## config.mk

```make
export PLATFORM = sky130hd
export DESIGN_NAME = mem_port_arbiter
export DESIGN_NICKNAME = d
export VERILOG_FILES = /design/src/rtl/mem_port_arbiter.sv
export SDC_FILE = /design/constraint.sdc
export NUM_CORES = 1
export LEC_CHECK = 0
export CORE_MARGIN = 4
export CORE_UTILIZATION = 35
export CTS_CLUSTER_DIAMETER = 80
export CTS_CLUSTER_SIZE = 10
export DETAILED_ROUTE_END_ITERATION = 10
export DONT_BUFFER_PORTS = 1
export SKIP_LAST_GASP = 1
export SYNTH_ARGS = -nofsm -noshare
export SYNTH_HDL_FRONTEND = slang
export SYNTH_SLANG_ARGS = --single-unit
```

## constraint.sdc

```tcl
create_clock -name clk -period 1.6 [get_ports clk]
set_input_delay 0.16 -clock clk [delete_from_list [all_inputs] [get_ports clk]]
set_output_delay 0.16 -clock clk [all_outputs]
set_load 0.05 [all_outputs]
```

## src/rtl/mem_port_arbiter.sv

```systemverilog
// Serialises fetch and data-port memory requests onto one physical memory port.
// Data requests win over fetch; each access ends with a one-cycle resp pulse.
module mem_port_arbiter #(
  parameter int unsigned ADDR_W = 32,
  parameter int unsigned DATA_W = 32
) (
  input  logic                clk,
  input  logic                rst,

  input  logic                inst_read,
  input  logic [ADDR_W-1:0]   inst_addr,
  output logic                inst_resp,
  output logic [DATA_W-1:0]   inst_rdata,

  input  logic                data_read,
  input  logic                data_write,
  input  logic [ADDR_W-1:0]   data_addr,
  input  logic [DATA_W-1:0]   data_wdata,
  input  logic [DATA_W/8-1:0] data_mbe,
  output logic                data_resp,
  output logic [DATA_W-1:0]   data_rdata,

  output logic                pmem_read,
  output logic                pmem_write,
  output logic [ADDR_W-1:0]   pmem_address,
  output logic [DATA_W-1:0]   pmem_wdata,
  output logic [DATA_W/8-1:0] pmem_mbe,
  input  logic                pmem_resp,
  input  logic [DATA_W-1:0]   pmem_rdata
);

  typedef enum logic [2:0] {
    IDLE,
    INST,
    DREAD,
    DWRITE,
    IRESP,
    DRESP
  } state_t;

  state_t state;

  always_ff @(posedge clk) begin
    if (rst) begin
      state        <= IDLE;
      inst_resp    <= 1'b0;
      data_resp    <= 1'b0;
      inst_rdata   <= '0;
      data_rdata   <= '0;
      pmem_read    <= 1'b0;
      pmem_write   <= 1'b0;
      pmem_address <= '0;
      pmem_wdata   <= '0;
      pmem_mbe     <= '0;
    end else begin
      inst_resp <= 1'b0;
      data_resp <= 1'b0;
      case (state)
        // A write also wins when data_read is (illegally) high alongside it.
        IDLE: begin
          if (data_write) begin
            state        <= DWRITE;
            pmem_write   <= 1'b1;
            pmem_address <= data_addr;
            pmem_wdata   <= data_wdata;
            pmem_mbe     <= data_mbe;
          end else if (data_read) begin
            state        <= DREAD;
            pmem_read    <= 1'b1;
            pmem_address <= data_addr;
          end else if (inst_read) begin
            state        <= INST;
            pmem_read    <= 1'b1;
            pmem_address <= inst_addr;
          end
        end
        INST: begin
          if (pmem_resp) begin
            state      <= IRESP;
            pmem_read  <= 1'b0;
            inst_rdata <= pmem_rdata;
            inst_resp  <= 1'b1;
          end
        end
        DREAD: begin
          if (pmem_resp) begin
            state      <= DRESP;
            pmem_read  <= 1'b0;
            data_rdata <= pmem_rdata;
            data_resp  <= 1'b1;
          end
        end
        DWRITE: begin
          if (pmem_resp) begin
            state      <= DRESP;
            pmem_write <= 1'b0;
            data_resp  <= 1'b1;
          end
        end
        // Requests are not re-granted during the resp cycle; IDLE samples them afresh.
        IRESP, DRESP: state <= IDLE;
        default: begin
          state      <= IDLE;
          pmem_read  <= 1'b0;
          pmem_write <= 1'b0;
        end
      endcase
    end
  end

endmodule

```

==> results.rst <==
.. list-table::
   :header-rows: 1

   * - Metric
     - Value
   * - Run status
     - complete, but fails checks
   * - Violated checks
     - negative hold slack
   * - Routed WL
     - between 10000 and 15000 µm
   * - Startpoint class of the critical path
     - flop
   * - Reg2reg end
     - state[0]
   * - Number of standard-cell rows in the floorplan
     - 45
   * - Number of antenna repair diodes
     - 0
   * - DRC violations left
     - 0
   * - Leading cell types by total area after synthesis
     - sky130_fd_sc_hd__dfxtp_1 52%, sky130_fd_sc_hd__nand2_1 16%, sky130_fd_sc_hd__a21oi_1 9.6%
   * - Area overhead of the layout relative to synthesis
     - 25.2%
   * - Leakage power of the design
     - approximately 0.0025 µW
   * - Total number of vias
     - ~4800
   * - Reg2reg start
     - state[2]
   * - Initial antenna violation count
     - 0
   * - XOR/XNOR Fraction of Synth Area
     - 0%
   * - Final Max Tran Viols
     - 0
   * - Final clock period utilization by the worst path
     - 97.4%
   * - Number of buffers inserted to repair setup after CTS
     - 0
   * - Yosys reg bits
     - approximately 140
   * - Total CTS buffers
     - 17
   * - Layout cell share with drive strength beyond 1
     - around a fifth
   * - Proportion of synthesized area in mux cells
     - 0%
   * - Synth area leader
     - sky130_fd_sc_hd__dfxtp_1
   * - Number of different library cells in the post-synthesis netlist
     - 25
   * - Simple-gate area share of the yosys netlist
     - around a fifth
   * - Top fanout value on the critical path
     - 12
   * - Cells traversed along the worst timing path
     - buf_4 -> nor2_1 -> dlygate4sd3_1 -> o21ai_0 -> o31ai_1
   * - Detail Placement HPWL
     - between 10000 and 15000 µm
   * - Combined global-route utilization of all metal layers
     - ~16%
   * - Worst slack, placed
     - about 0.11 ns
   * - Clk buf depth
     - 2
   * - Post-DR wirelength/cell
     - between 15 and 20 µm
   * - Post-synth ARST share
     - 0%
   * - Total power per unit cell area
     - around 1700 nW/µm²
   * - Ys Warns
     - 0
   * - Die X
     - 132 µm
   * - Chip Height
     - 132 µm
   * - Last weighted congestion value of the routability-driven placer
     - ~0.81
   * - Number of setup violations in the final report
     - 0
   * - Worst path required time
     - about 1.9 ns
   * - I/O pin cnt
     - around 270
   * - Clock insertion delay at the later pin of the skew report
     - 0.41 ns
   * - Count of buffers from port buffering
     - 0
   * - Final antenna-violating net count
     - 0
   * - Worst reg-to-reg path cell count
     - 5
   * - Final critical delay including setup and external delays
     - about 1.6 ns
   * - Worst Hold Slack
     - -0.184 ns
   * - Total nets after synthesis
     - 801
   * - Average footprint of a synthesized cell
     - ~8.1 µm²
   * - F_max
     - 642 MHz
   * - Reg2Reg Setup Slack
     - 0.04 ns
   * - Count of final hold-check violations
     - between 100 and 150
   * - Area of the die
     - approximately 17000 µm²
   * - Fraction of synthesized cell area taken by the top area cell type
     - roughly 52%
   * - Count of mapped cells out of synthesis
     - ~660
   * - Longest individual stage delay on the worst path
     - 0.58 ns
   * - Final sum of negative setup slack
     - 0 ns
   * - Pin count of the biggest net entering global routing
     - between 100 and 150
   * - Core area
     - between 15000 and 20000 µm²
   * - Dominant combinational cell family by area after synthesis
     - compound AO/OA/AOI/OAI gates
   * - Class of the most critical hold timing path
     - in -> reg
   * - Vias in the first global route
     - around 4600
   * - Sequential area share after synthesis
     - just over 50%
   * - Adder-Cell Fraction of Synth Area
     - 0%
   * - Standard cell with the maximum stage delay on the critical path
     - sky130_fd_sc_hd__dlygate4sd3_1
   * - Fraction of the mapped netlist area in compound gates
     - between 20% and 30%
   * - Via density per instance
     - roughly 5.2
   * - Number of sinks handled by clock tree synthesis
     - about 140
   * - Relative slew margins
     - just under 60%
   * - Clock transition at the register clock pins on the worst setup and hold paths after CTS
     - roughly 0.06 ns
   * - Maximum vdd ir drop
     - 0.776 mV
   * - Worst Path Class, Setup
     - reg -> reg
   * - Most frequently used cell type in the post-synthesis netlist
     - sky130_fd_sc_hd__nand2_1
   * - Number of hold-repair buffers added at the cts stage
     - 4
   * - Final layout net count
     - about 850
   * - Top cell types by occurrence after synthesis
     - 235 x sky130_fd_sc_hd__nand2_1, 139 x sky130_fd_sc_hd__dfxtp_1, 103 x sky130_fd_sc_hd__a21oi_1, 38 x sky130_fd_sc_hd__nor2_1, 34 x sky130_fd_sc_hd__o21ai_0
   * - Mapped cell area
     - approximately 5400 µm²
   * - Worst setup path endpoint
     - state[0]
   * - Number of detailed-routing iterations run before antenna repair
     - 4
   * - Wire length of the first global-routing pass
     - 23500 µm
   * - Arrival time of the worst setup path
     - around 1.9 ns
   * - Number of flops mapped to enable cells by yosys
     - 0
   * - H-tree Lvls
     - 4
   * - Setup Skew
     - 0.00823 ns
   * - Flip-flop cell with the highest count after synthesis
     - sky130_fd_sc_hd__dfxtp_1
   * - Transition time at the pin with the least slew margin
     - about 0.61 ns
   * - Kind of end point of the critical path
     - flop
   * - Effective utilization at floorplan
     - between 30% and 40%
   * - Remaining global-route overflow
     - 0
   * - Count of max-cap constraint violations
     - 0
   * - CTS tree
     - built
   * - Count of routing violations after the opening detailed-route iteration
     - ~230
   * - Worst setup slack after layout
     - between 0.04 and 0.05 ns
   * - RSZ-0062 raised after global routing
     - no
   * - Critical path startpoint
     - state[2]
   * - Clock Tree Root
     - sky130_fd_sc_hd__clkbuf_16
[worst max-delay path: cells and delay by family (launching register included)]
kind | cells | cell delay, ns
compound gates | 2 | 0.26
buf+inv | 2 | 0.76
flops | 1 | 0.32
simple gates | 1 | 0.13
[repair_timing]
| item | in CTS | in global routing |
|---|---|---|
| hold endpoints to repair | 139 | 137 |
| resized for setup | 0 | 2 |
| setup endpoints to repair | 0 | 3 |
[per-layer routing]
metal | track usage [%] | wire length (µm)
met1 | 19.2 | 5830
met2 | 27.6 | 7300
met3 | 6.18 | 1440
met4 | 5.89 | 257
met5 | 0 | 0
[cell usage in the layout, fill, tap and decap left out, drive strengths merged]
cell type and count:
buf 89, o21ai 34, nor2 38, nand3b 1
dfxtp 139, bufinv 3, and2 2, nand2 235
o31ai 1, a22oi 1, clkinvlp 2, nor4 1
or3 2, clkinv 5, nor2b 1, a2111oi 1
inv 4, nor3 9, dlygate4sd3 3, clkbuf 21
a21oi 103, a2bb2oi 1, o21bai 1, a311oi 32
[cell type report]
type | instances | area, µm²
fillers | 1495 | 8410
flip-flops and latches | 139 | 2780
multi-input cells | 463 | 2330
repair buffers | 92 | 773
clock buffers | 21 | 460
well taps | 188 | 235
clock inverters | 11 | 143
inverters | 3 | 11.3
[flip-flops by register name, indices dropped and copies added, names as in the netlist]
| signal | count |
|---|---|
| data_rdata | 32 |
| inst_rdata | 32 |
| pmem_address | 32 |
| pmem_wdata | 32 |
| pmem_mbe | 4 |
| state | 3 |
| data_resp | 1 |
| inst_resp | 1 |
| pmem_read | 1 |
| pmem_write | 1 |
[power breakdown]
group	internal [µW]	leakage, µW	switching [µW]
registers	3870	0.00114	673
clock network	2530	0.000293	1440
logic	886	0.00107	1830
total	7280	0.00250	3940
[per-stage QoR]
stage	power [µW]	cell area [µm²]	std cells	utilization [%]
after floorplan	6650	5380	663	-
after global placement	7250	6090	882	40.2
after detailed placement	7320	6090	882	40.2
after CTS	11300	6740	918	44.5
after global routing	11700	6730	917	44.5
final	11200	6730	917	44.5
[worst min path at each step]
stage / start / end / slack (ns) / depth (start not counted)
finish: rst / pmem_address[12] / -0.18 / 1
global route: rst / pmem_address[15] / -0.22 / 1
floorplan: pmem_rdata[0] / data_rdata[0] / 0.30 / 2
CTS: rst / pmem_address[12] / -0.20 / 1
global placement: rst / pmem_address[15] / 0.24 / 1
detailed placement: rst / pmem_address[12] / 0.25 / 1
[kinds of logic after synthesis]
group                  after synthesis
DFF                                139
and+or+nand+nor                    289
buffers and inverters               61
AOI/OAI and AO/OA                  174
(Power assumes the default switching activity.)
